===== src/rtl/demux_unit.sv =====
// demux_unit: steers a select-tagged input stream into four independent per-lane FIFOs.
// Optional feature: define DEMUX_LANE_COUNT_EN to add the 16-bit per-lane pop counters on lane_count.
`timescale 1ns/1ps
module demux_unit #(
    parameter int WIDTH = 8,
    parameter int DEPTH = 2
) (
    input  logic               clk,
    input  logic               rst,
    input  logic               in_valid,
    output logic               in_ready,
    input  logic [1:0]         in_sel,
    input  logic [WIDTH-1:0]   in_data,
    output logic [3:0]         out_valid,
    input  logic [3:0]         out_ready,
    output logic [4*WIDTH-1:0] out_data,
    output logic               err_drop
`ifdef DEMUX_LANE_COUNT_EN
    ,
    output logic [4*16-1:0]    lane_count
`endif
);
    localparam int AW = $clog2(DEPTH);
    localparam int PW = AW + 1;

    logic [3:0] full;
    logic [3:0] empty;
    logic [3:0] push;
    logic [3:0] pop;
    logic       accept;
    logic       err_drop_reg;

    // A full lane can still accept when its head leaves in the same cycle.
    assign in_ready = !full[in_sel] || (out_valid[in_sel] && out_ready[in_sel]);
    assign accept   = in_valid && in_ready;
    assign err_drop = err_drop_reg;

    always_ff @(posedge clk) begin
        if (rst) begin
            err_drop_reg <= 1'b0;
        end else begin
            err_drop_reg <= in_valid && !in_ready;
        end
    end

    genvar gi;
    generate
        for (gi = 0; gi < 4; gi++) begin : gen_lane
            localparam logic [1:0] LANE = 2'(gi);

            logic [PW-1:0]    wptr_reg;
            logic [PW-1:0]    rptr_reg;
            logic [WIDTH-1:0] mem [DEPTH];

            assign empty[gi] = (wptr_reg == rptr_reg);
            assign full[gi]  = (wptr_reg[PW-1] != rptr_reg[PW-1]) &&
                               (wptr_reg[AW-1:0] == rptr_reg[AW-1:0]);
            assign push[gi]  = accept && (in_sel == LANE);
            assign pop[gi]   = out_valid[gi] && out_ready[gi];

            assign out_valid[gi] = !empty[gi];
            assign out_data[gi*WIDTH +: WIDTH] = empty[gi] ? '0 : mem[rptr_reg[AW-1:0]];

            always_ff @(posedge clk) begin
                if (rst) begin
                    wptr_reg <= '0;
                    rptr_reg <= '0;
                end else begin
                    if (push[gi]) begin
                        wptr_reg <= wptr_reg + 1'b1;
                    end
                    if (pop[gi]) begin
                        rptr_reg <= rptr_reg + 1'b1;
                    end
                end
            end

            // Storage needs no reset: empty lanes are masked to zero on out_data.
            always_ff @(posedge clk) begin
                if (push[gi]) begin
                    mem[wptr_reg[AW-1:0]] <= in_data;
                end
            end

`ifdef DEMUX_LANE_COUNT_EN
            logic [15:0] count_reg;

            always_ff @(posedge clk) begin
                if (rst) begin
                    count_reg <= '0;
                end else if (pop[gi]) begin
                    count_reg <= count_reg + 16'd1;
                end
            end

            assign lane_count[gi*16 +: 16] = count_reg;
`endif
        end
    endgenerate
endmodule


===== config.mk =====
export PLATFORM = sky130hd
export DESIGN_NAME = demux_unit
export DESIGN_NICKNAME = d
export VERILOG_FILES = /design/src/rtl/demux_unit.sv
export SDC_FILE = /design/constraint.sdc
export NUM_CORES = 1
export LEC_CHECK = 0
export BUFFER_PORTS_ARGS = -buffer_cell sky130_fd_sc_hd__buf_2
export CAP_MARGIN = 30
export CELL_PAD_IN_SITES_DETAIL_PLACEMENT = 1
export CELL_PAD_IN_SITES_GLOBAL_PLACEMENT = 1
export CORE_MARGIN = 5
export CORE_UTILIZATION = 41
export DETAILED_ROUTE_END_ITERATION = 10
export HOLD_SLACK_MARGIN = 0.02
export MAX_ROUTING_LAYER = met4
export PLACE_DENSITY = 0.85
export SLEW_MARGIN = 15
export SYNTH_ARGS = -nofsm -noshare
export SYNTH_HDL_FRONTEND = slang
export SYNTH_SLANG_ARGS = --single-unit

===== constraint.sdc =====
create_clock -name clk -period 2.3 [get_ports clk]
set_input_delay 0.115 -clock clk [delete_from_list [all_inputs] [get_ports clk]]
set_output_delay 0.115 -clock clk [all_outputs]
set_load 0.01 [all_outputs]

Word-level counts from Yosys, hierarchy flattened
Memory sizes are Yosys's and may differ from the RTL's. A register that Yosys moved wholly into a read port is not among the register bits.
Index checks and enable logic that the tools add are counted.
{ "word_totals": {"out_inout_bits": 38, "ram_bits": 64, "in_bits": 17, "reg_bits": 17, "memories": 4} }
{ "classes": {"addsub": 8, "n_mux": 26, "order_cmp": 1, "eq_ne": 15, "n_reduce_logical": 23} }
{ "mem_list": {"columns": ["memory", "words", "word_bits", "rd", "rd_clocked_by_memory_dff", "write_ports", "line", "source"], "rows": [
  ["gen_lane[0].mem", 2, 8, 1, 1, 1, "53", "logic [WIDTH-1:0] mem [DEPTH];"],
  ["gen_lane[1].mem", 2, 8, 1, 1, 1, "53", null],
  ["gen_lane[2].mem", 2, 8, 1, 1, 1, "53", null],
  ["gen_lane[3].mem", 2, 8, 1, 1, 1, "53", null]
]} }
{ "op_table": {"columns": ["op", "n"], "rows": [
  ["$mux W8", 4],
  ["$mux W1", 19],
  ["$add A2 B1 Y2 const B", 8],
  ["$logic_and A1 B1 Y1", 15],
  ["$eq A2 B2 Y1", 4],
  ["$bmux W1 S2", 3],
  ["$logic_not A1 Y1", 6],
  ["$eq A1 B1 Y1", 4],
  ["$eq A2 B2 Y1 const B", 2],
  ["$ne A1 B1 Y1", 4],
  ["$lt A2 B3 Y1 const B", 1],
  ["$eq A2 B1 Y1 const B", 1],
  ["$logic_not A2 Y1", 1],
  ["$logic_or A1 B1 Y1", 1]
]} }

Depth between registers and ports, before layout
Gate-level depths: netlist of the first run.
{ "depth": {"word_depth": 10, "mapped_depth": 8, "depth_no_buf": 7} }

Worst setup path after synthesis of the first run
OpenSTA, ideal clock, no wires.
{ "synth_timing": {"path_kind": "reg2reg", "start": "reg gen_lane[1].rptr_reg[0]", "end": "reg gen_lane[1].wptr_reg[1]", "synth_period_minus_slack_ps": 2227, "setup_time_ps": 123, "stages_incl_launch_ff": 9, "required_time_ps": 2177, "setup_slack_ps": 73, "arrival_ps": 2103, "path_cell_list": "dfxtp_1 > xnor2_1 > and2_4 > buf_6 > a221oi_4 > a32oi_4 > buf_6 > nor3b_2 > mux2_1"} }
{ "synth_via": {"elab_chain_len": 8, "elab_cells_between_ends": 13, "classes_between": "eq/ne (2); mux (4); reduce/logical (7)"} }
{ "synth_lines": {"columns": ["element", "line", "source"], "rows": [
  ["from (decl)", "52", "logic [PW-1:0] rptr_reg;"],
  ["from (signal assigned)", "73", "rptr_reg <= rptr_reg + 1'b1;"],
  ["$eq A2 B2 Y1 or $eq A1 B1 Y1 (tied branches)", "55, 57", null],
  ["$logic_not A1 Y1 or $logic_and A1 B1 Y1 (tied branches)", "61, 56", null],
  ["$bmux W1 S2", "34", "assign in_ready = !full[in_sel] || (out_valid[in_sel] && out_ready[in_sel]);"],
  ["$mux W1 (implied by the code)", "34", null],
  ["$logic_and A1 B1 Y1 or $logic_not A1 Y1 (tied branches)", "34", null],
  ["$logic_or A1 B1 Y1 (*)", "34", null],
  ["$logic_and A1 B1 Y1 (*)", "35", "assign accept = in_valid && in_ready;"],
  ["$logic_and A1 B1 Y1 (*)", "58", "assign push[gi] = accept && (in_sel == LANE);"],
  ["to (signal assigned)", "70", "wptr_reg <= wptr_reg + 1'b1;"],
  ["to (decl)", "51", "logic [PW-1:0] wptr_reg;"]
]} }
Mark *: on every way between the ends. The rest lies on a longest branch, timed or not. The select of a mux whose other input is x is not followed.
A chain may end at the register's enable or synchronous reset.

Worst setup path in the final report of the first run
{ "layout_timing": {"start": "reg gen_lane[2].wptr_reg[0]", "end": "mem gen_lane[3].mem[0][4], enable pin"} }
{ "layout_via": {"elab_chain_len": 10, "elab_cells_between_ends": 15, "classes_between": "eq/ne (2); mux (6); reduce/logical (7)"} }
{ "layout_lines": {"columns": ["element", "line", "source"], "rows": [
  ["from (decl)", "51", null],
  ["from (signal assigned)", "70", null],
  ["$eq A2 B2 Y1 or $eq A1 B1 Y1 (tied branches)", "55, 57", null],
  ["$logic_not A1 Y1 or $logic_and A1 B1 Y1 (tied branches)", "61, 56", null],
  ["$bmux W1 S2", "34", null],
  ["$mux W1 (implied by the code)", "34", null],
  ["$logic_and A1 B1 Y1 or $logic_not A1 Y1 (tied branches)", "34", null],
  ["$logic_or A1 B1 Y1 (*)", "34", null],
  ["$logic_and A1 B1 Y1 (*)", "35", null],
  ["$logic_and A1 B1 Y1 (*)", "58", null],
  ["$mux W1 (*)", "80", "if (push[gi]) begin"],
  ["$mux W1 (implied by the code) (*)", "81", "mem[wptr_reg[AW-1:0]] <= in_data;"],
  ["to (decl)", "53", null]
]} }
Marked as above.

==> flow_summary.yaml, run 1 <==
power:
  leakage_uw: 0.00156
  ir_worst_vdd_mv: 0.354
  power_uw: 3300
  cellPowerDensity_nw_per_um2: 791
final_layout:
  synthToLayoutAreaGrowth_pct: 18.8
  final_core_util_pct: 50.3
  antennaDiodeCount: 0
  layout_common_cells: "64 x edfxtp_1, 54 x buf_2, 50 x nor2_1, 32 x mux2i_1, 21 x dfxtp_1"
  n_fill_cell: 866
  drive_gt1_share_pct: 28.7
  fin_nets: 340
  final_common_cell: "edfxtp_1"
  largest_reg_flops: 64
  final_cells: 432
synthesis:
  postSynth.asyncResetShare_pct: 0
  synthCells: 257
  synth_fa_ha_area_share_pct: 0
  ys_ff_latch: 85
  ys_types: 31
  synth-compound-area-share_pct: 3.13
  yosys_warnings: 0
  ys.flop_type: "edfxtp_1"
  syn-num-nets: 274
  synth.avg_cell_area_um2: 13.7
  synth_mux_area_share_pct: 11.0
  syn_area_um2: 3510
  synth_edf_count: 64
  seq_area_frac_synth_pct: 66.7
  synth-simple-area-share_pct: 11.8
  synth_xor_area_share_pct: 4.24
  synth_top_family_by_area: "simple AND/OR/NAND/NOR gates"
drt:
  dr.pass1.iters: 4
  drcViolationCount: 0
  wl_per_cell_um: 18.4
  postRouteAntennaNets: 0
  vias_per_cell: 5.05
  wirelength_um: 7950
  vias: 2180
  dr.first_iter.drc_count: 83
cts:
  clock-sinks: 85
  cts.path.max_buffers: 2
  insertion_delay_ps: 350
  root_buffer: "clkbuf_8"
  tritoncts: "yes"
  htree_levels: 3
  cts_inserted_buffers: 9
  clk_transition_reported_paths_ps: 90
  cts.hold.buffers_added: 0
sta:
  whs_ps: 80.6
  tightest_slew_ps: 478
  setup_viol: 0
  max_freq_ghz: 0.448
  clock_skew_ps: 13.0
  fin_crit_sh_pct: 96.9
  hold_viol_final: 0
  fin_crit_ps: 2230
  tns_ps: 0
  slew-limit-headroom_pct: 68.1
  drv_slew: 0
  rsz0062_at_grt: "no"
grt:
  antenna_found_initial: 0
  gr-total-overflow: 0
  grt_pass1_vias: 2330
  grt_max_degree: 26
  grt_pass1_wl_um: 12000
  track_usage_pct: 16.0
run:
  maxCapViolCount: 0
die:
  fp.dieW_um: 103
  coreArea_um2: 8300
  dieArea_um2: 10500
  start_util_pct: 42.3
  die_y_um: 103
  rows: 33
  io_pins: 55
place:
  dp.cells: 413
  portBuffers: 54
  hpwl_um: 5570
  gp_congestion: 0.775
critical_path:
  start_kind: "flip-flop"
  crit_type: "flip-flop to flip-flop"
  cp_cell_sequence: "xnor2_1 -> and2_1 -> a221oi_4 -> a32oi_4 -> or3_1 -> inv_1"
  reg2reg_slack_ps: 70
  crit_buf_inv: 1
  cp_max_fo: 8
  critPathMaxStageDelay_ps: 420
  critPathSlowestCell: "dfxtp_1"
  critPathCapture: "gen_lane[3].mem[0][4]"
  crit_required_ps: 2320
  end_kind: "flip-flop"
  path_delay_family: "simple AND/OR/NAND/NOR gates"
  r2r_start: "gen_lane[2].wptr_reg[0]"
  crit_arrival_ps: 2250
  r2r_cells: 6
  cp-startpoint: "gen_lane[2].wptr_reg[0]"
  worst-path-stages: 6
  rr_endpoint: "gen_lane[3].mem[0][4]"
outcome:
  status: "completed"
hold_path:
  hold_class: "input port to flip-flop"
[kinds of logic (layout without fill, tap and decap cells)]
logic type      Yosys count  after routing
flops                    85             85
simple gates             85             85
mux                      37             37
buf+inv                  21             90
xor+xnor                 17             17
compound gates           12             13
[per-layer routing]
layer | vias to the layer above | GRT usage (%) | wire length, um
li1 | 1034 | - | -
met1 | 1077 | 19.2 | 3330
met2 | 60 | 27.0 | 4130
met3 | 9 | 4.06 | 390
met4 | 0 | 4.44 | 95
met5 | - | - | 0
[worst min-delay path by stage]
| stage | start | endpoint | slack [ps] | cells after the start |
|---|---|---|---|---|
| after floorplan | in_data[0] | gen_lane[0].mem[0][0] | 210 | 0 |
| after CTS | in_data[1] | gen_lane[0].mem[1][1] | 70 | 1 |
| after global routing | in_valid | err_drop | 70 | 2 |
| after detailed placement | in_data[1] | gen_lane[0].mem[1][1] | 440 | 1 |
| final | in_data[2] | gen_lane[3].mem[1][2] | 80 | 1 |
| after global placement | in_data[1] | gen_lane[3].mem[1][1] | 430 | 1 |
[through the flow]
stage	setup WS [ps]	instance area, um2
global placement	165	3900
finish	70.2	4170
floorplan	73.3	3510
detailed placement	25.3	3900
global route	13.0	4170
CTS	19.9	4120
[final cells by class]
cell class              count  area (um2)  area share, %
flip-flops and latches     85        2340           56.1
multi-input cells         152        1090           26.1
repair buffers             65         353           8.45
well taps                 105         131           3.15
clock buffers               9         124           2.97
clock inverters             6        88.8           2.13
inverters                  10        45.0           1.08
[where the power goes]
group	switching (uW)	internal, uW	total [uW]
Sequential	52.4	1690	1740
Combinational	255	177	432
Clock	518	605	1120
Total	826	2470	3300
[cell usage after synthesis, types with 2 or more instances]
library cell,number,share of area [%]
edfxtp_1,64,55
nor2_1,50,5.3
dfxtp_1,21,12
buf_6,3,0.96
nor2b_1,6,1.1
inv_1,9,0.96
xnor2_1,8,2.0
and2_1,4,0.71
mux2_1,4,1.3
a21oi_1,4,0.57
mux2i_1,32,9.1
o21ai_0,4,0.57
buf_4,2,0.43
nor3b_2,4,1.4
xor2_1,9,2.2
or3_1,4,0.71
nand2_1,9,0.96
nand3_1,3,0.43
clkbuf_1,5,0.53
[worst register-to-register path, delay by kind of cell (launching register included)]
kind | cells | cell delay (ps)
DFF | 1 | 420
and+or+nand+nor | 2 | 630
xor gates and xnor gates | 1 | 130
buffers and inverters | 1 | 260
AOI/OAI and AO/OA | 2 | 470
[timing repair]
action / in CTS / in global routing
buffers inserted: 0 / 3
gates resized for setup: 0 / 5
setup endpoints to repair: 0 / 32
(Power assumes the default switching activity.)
==> run 2, diff against run 1 <==
PLACE_DENSITY = default   (was 0.85)
PLACE_DENSITY_LB_ADDON = 0.1   (was default)
==> run 2 against run 1 <==
Core utilization shrank 0.54 points. Worst setup slack gained 32 ps. Sequential power is essentially flat. Worst hold slack lost 5.5 ps. Clock-buffer cell count grew 1. Largest power group unchanged. Final cell count is the same. Clock power shrank 7%. Global-route usage shrank 0.54 points.
==> flow_summary.yaml, run 2 (same netlist as run 1, synthesis figures left out) <==
outcome:
  status: "completed"
critical_path:
  crit_required_ps: 2350
  start_kind: "flip-flop"
  end_kind: "flip-flop"
  cp_max_fo: 8
  crit_arrival_ps: 2240
  crit_type: "flip-flop to flip-flop"
sta:
  setup_viol: 0
  tightest_slew_ps: 514
  hold_viol_final: 0
  whs_ps: 75.1
  fin_crit_ps: 2200
  fin_crit_sh_pct: 95.5
  rsz0062_at_grt: "no"
  slew-limit-headroom_pct: 65.7
  clock_skew_ps: 13.8
  drv_slew: 0
  tns_ps: 0
  max_freq_ghz: 0.455
drt:
  wl_per_cell_um: 16.6
  drcViolationCount: 0
  postRouteAntennaNets: 0
  wirelength_um: 7190
  dr.pass1.iters: 4
  dr.first_iter.drc_count: 31
  vias_per_cell: 4.90
  vias: 2115
die:
  start_util_pct: 42.3
  rows: 33
  die_y_um: 103
  coreArea_um2: 8300
  dieArea_um2: 10500
  fp.dieW_um: 103
  io_pins: 55
cts:
  clk_transition_reported_paths_ps: 90
  cts_inserted_buffers: 9
  htree_levels: 3
  cts.path.max_buffers: 2
  clock-sinks: 85
  tritoncts: "yes"
  insertion_delay_ps: 350
  root_buffer: "clkbuf_8"
final_layout:
  layout_common_cells: "64 x edfxtp_1, 54 x buf_2, 50 x nor2_1, 32 x mux2i_1, 21 x dfxtp_1"
  largest_reg_flops: 64
  drive_gt1_share_pct: 28.4
  final_common_cell: "edfxtp_1"
  final_cells: 432
  fin_nets: 339
  antennaDiodeCount: 0
  synthToLayoutAreaGrowth_pct: 17.5
grt:
  gr-total-overflow: 0
  grt_pass1_wl_um: 11500
  grt_max_degree: 26
  antenna_found_initial: 0
  grt_pass1_vias: 2225
  track_usage_pct: 15.5
place:
  hpwl_um: 5340
  dp.cells: 416
  portBuffers: 54
  gp_congestion: 0.752
power:
  ir_worst_vdd_mv: 0.374
  leakage_uw: 0.00155
  power_uw: 3200
  cellPowerDensity_nw_per_um2: 775
hold_path:
  hold_class: "input port to flip-flop"
run:
  maxCapViolCount: 0
-- run 2: cell types whose count changed in the layout (fill, tap and decap cells not counted), sizes merged --
cell,previous run,this run
a32oi,3,2
bufinv,2,1
clkbuf,9,10
clkinv,4,2
inv,7,10
-- run 2: final timing paths --
check	startpoint	endpoint	slack, ps	cells after the start
max	gen_lane[0].wptr_reg[1]	gen_lane[3].mem[0][3]	100	7
min	in_data[2]	gen_lane[0].mem[1][2]	80	1
max reg2reg	gen_lane[0].wptr_reg[1]	gen_lane[3].mem[0][3]	100	7
min reg2reg	gen_lane[1].wptr_reg[0]	gen_lane[1].wptr_reg[0]	520	2
-- run 2: per-stage QoR --
stage	area (um2)	worst slack (ps)	util, %
after floorplan	3510	73.3	-
after global placement	3930	85.6	47.3
after detailed placement	3930	44.0	47.3
after CTS	4120	15.8	49.7
after global routing	4130	14.5	49.8
final	4130	103	49.8
-- run 2: power by group --
group          switching (uW)  internal, uW  total, uW
logic                     237           179        415
clock network             528           512       1040
registers                51.4          1690       1740
-- run 2: cell type report --
class | count | area [um2]
Timing Repair Buffer | 65 | 353
Sequential cell | 85 | 2340
Multi-Input combinational cell | 151 | 1060
Inverter | 10 | 45.0
Fill cell | 875 | 4170
Tap cell | 105 | 131
Clock buffer | 10 | 128
Clock inverter | 6 | 68.8
-- run 2: worst max-delay path, cell delays in order, from the launching register on --
cell and delay, ps:
dfxtp_1 380, xnor2_1 140, and2b_1 200, a32oi_1 260, a32oi_4 140, buf_4 170, or3_1 410, clkinvlp_4 200
-- run 2: metal layers --
metal | global-route usage (%) | vias to the layer above | wire (um)
met4 | 5.75 | 0 | 118
met3 | 3.52 | 10 | 261
met1 | 19.6 | 1043 | 3230
met5 | - | - | 0
met2 | 24.4 | 38 | 3580
li1 | - | 1024 | -
-- run 2: repair_timing --
| item | in CTS | in global routing |
|---|---|---|
| hold buffers | 0 | 0 |
| buffers inserted | 0 | 0 |
| gates resized for setup | 0 | 4 |
| hold endpoints to repair | 0 | 0 |
| endpoints found under the setup margin | 0 | 32 |
==> run 3, diff against run 2 <==
ABC_AREA = 1   (was default)
CORE_UTILIZATION = 39   (was 41)
==> run 3 against run 2 <==
Largest cell class unchanged. Synthesized cell count rose by 33%. Clock-buffer cell count up 1. Clock power about the same. Highest routed layer unchanged.
==> flow_summary.yaml, run 3 <==
drt:
  drcViolationCount: 0
  vias_per_cell: 4.92
  vias: 2544
  dr.pass1.iters: 4
  dr.first_iter.drc_count: 107
  postRouteAntennaNets: 0
  wirelength_um: 8500
  wl_per_cell_um: 16.4
cts:
  tritoncts: "yes"
  clock-sinks: 85
  cts-resized-gates: 0
  cts_inserted_buffers: 9
  cts.hold.buffers_added: 0
  htree_levels: 3
  clk_transition_reported_paths_ps: 80
  insertion_delay_ps: 350
  postCtsSetupBuffers: 0
  root_buffer: "clkbuf_8"
  cts.path.max_buffers: 2
critical_path:
  cp_cell_sequence: "inv_1 -> nand2_1 -> nand2_1 -> nand2_2 -> nand2_1 -> nand2_1 -> o21ai_2 -> nand2_2 -> nand4_1 -> inv_1"
  cp_max_fo: 14
  crit_arrival_ps: 2070
  critPathMaxStageDelay_ps: 420
  cpMostUsedCell: "nand2_1"
  crit_type: "flip-flop to flip-flop"
  end_kind: "flip-flop"
  crit_required_ps: 2320
  critPathSlowestCell: "dfxtp_1"
  start_kind: "flip-flop"
sta:
  rsz0062_at_grt: "no"
  tns_ps: 0
  slew-limit-headroom_pct: 77.1
  drv_slew: 0
  fin_crit_ps: 2050
  tightest_slew_ps: 343
  clock_skew_ps: 13.1
  hold_viol_final: 0
  max_freq_ghz: 0.487
  setup_viol: 0
  whs_ps: 74.1
  fin_crit_sh_pct: 89.2
grt:
  antenna_found_initial: 0
  track_usage_pct: 16.3
  grt_pass1_wl_um: 13500
  gr-total-overflow: 0
  grt_max_degree: 15
  grt_pass1_vias: 2674
power:
  p_clk_share_pct: 32.1
  p_sw_uw: 836
  leakage_uw: 0.00170
  cellPowerDensity_nw_per_um2: 773
  swShare_pct: 26.5
  ir_worst_vdd_mv: 0.357
  sequentialPowerShare_pct: 54.9
  power_frac_comb_pct: 13.1
  p_int_uw: 2320
synthesis:
  synth_top_cells_by_count: "113 x nand2_1, 64 x edfxtp_1, 46 x a21oi_1"
  synth_top_area_share_pct: 55.0
  yosys_warnings: 0
  syn-num-nets: 358
  netlist_top_cells_area: "edfxtp_1 55%, nand2_1 12%, dfxtp_1 12%"
  seq_area_frac_synth_pct: 67.0
  synth_top_area_cell: "edfxtp_1"
  ys_ff_latch: 85
  ys.flop_type: "edfxtp_1"
  post-synth-top-count-cell: "nand2_1"
  synth.avg_cell_area_um2: 10.2
  synth_edf_count: 64
  ys_types: 22
  syn_area_um2: 3490
  synthCells: 341
  postSynth.asyncResetShare_pct: 0
die:
  io_pins: 55
  start_util_pct: 40.1
  fp.dieW_um: 105
  coreArea_um2: 8720
  die_y_um: 105
  dieArea_um2: 11000
  rows: 34
final_layout:
  drive_gt1_share_pct: 21.5
  final_cells: 517
  synthToLayoutAreaGrowth_pct: 16.9
  n_fill_cell: 1012
  fin_nets: 421
  largest_reg_flops: 64
  antennaDiodeCount: 0
  final_common_cell: "nand2_1"
  layout_common_cells: "113 x nand2_1, 64 x edfxtp_1, 54 x buf_2, 46 x a21oi_1, 33 x inv_1"
place:
  portBuffers: 54
  hpwl_um: 6100
  dp.cells: 501
  gp_congestion: 0.821
run:
  maxCapViolCount: 0
hold_path:
  hold_class: "input port to flip-flop"
outcome:
  status: "completed"
## run 3: changes by cell type after synthesis, sizes merged, moves of 6 or more
| cell | change |
|---|---|
| mux2i | -32 |
| xnor2 | -8 |
| a21oi | +42 |
| nor2b | -6 |
| nand4 | +13 |
| inv | +25 |
| nor2 | -32 |
| nand2 | +112 |
## run 3: cell type report
class	count	area (um2)	area share (%)
inverters	34	128	3.12
flip-flops and latches	85	2340	57.3
clock inverters	5	52.6	1.29
multi-input cells	215	990	24.2
clock buffers	11	131	3.21
repair buffers	59	308	7.53
well taps	108	135	3.31
## run 3: final timing paths
check / to / from / cells past startpoint / slack, ps
setup / recovery: gen_lane[3].mem[1][0] / gen_lane[1].wptr_reg[0] / 10 / 250
hold / removal: gen_lane[2].rptr_reg[0] / out_ready[2] / 3 / 70
setup reg to reg: gen_lane[3].mem[1][0] / gen_lane[1].wptr_reg[0] / 10 / 250
hold reg to reg: gen_lane[1].rptr_reg[1] / gen_lane[1].rptr_reg[1] / 2 / 500
## run 3: power by group through the flow
stage / logic, uW / clock network (uW) / registers, uW
2_1_floorplan: 254 / 0 / 1750
3_3_place_gp: 409 / 0 / 1770
3_5_place_dp: 420 / 0 / 1770
4_1_cts: 422 / 1040 / 1740
5_1_grt: 465 / 1110 / 1740
6_report: 412 / 1010 / 1730
## run 3: logic make-up after synthesis
logic type      synth area share (%)
buf+inv                         4.65
flops                           67.0
simple gates                    19.3
compound gates                  7.98
xor+xnor                        1.00
## run 3: through the flow
step                utilization (%)  total power, uW  cell area [um2]  setup WS (ps)
finish                         46.9             3160             4090            247
detailed placement             44.7             2190             3900            253
CTS                            46.9             3190             4090            226
global route                   46.9             3320             4090           34.9
floorplan                         -             2000             3490            486
global placement               44.7             2180             3900            332
## run 3: worst max-delay path: cells and delay by family, from the launching register on
kind,cells,cell delay (ps)
AO/OA/AOI/OAI,1,60
AND/OR/NAND/NOR,7,830
buffers and inverters,2,400
flip-flops,1,420
## run 3: layer usage
metal  share of wire, %  track usage [%]
met1                 44             19.4
met2                 51             27.9
met3                4.6             4.56
met4               0.80             3.38
met5                  0                -
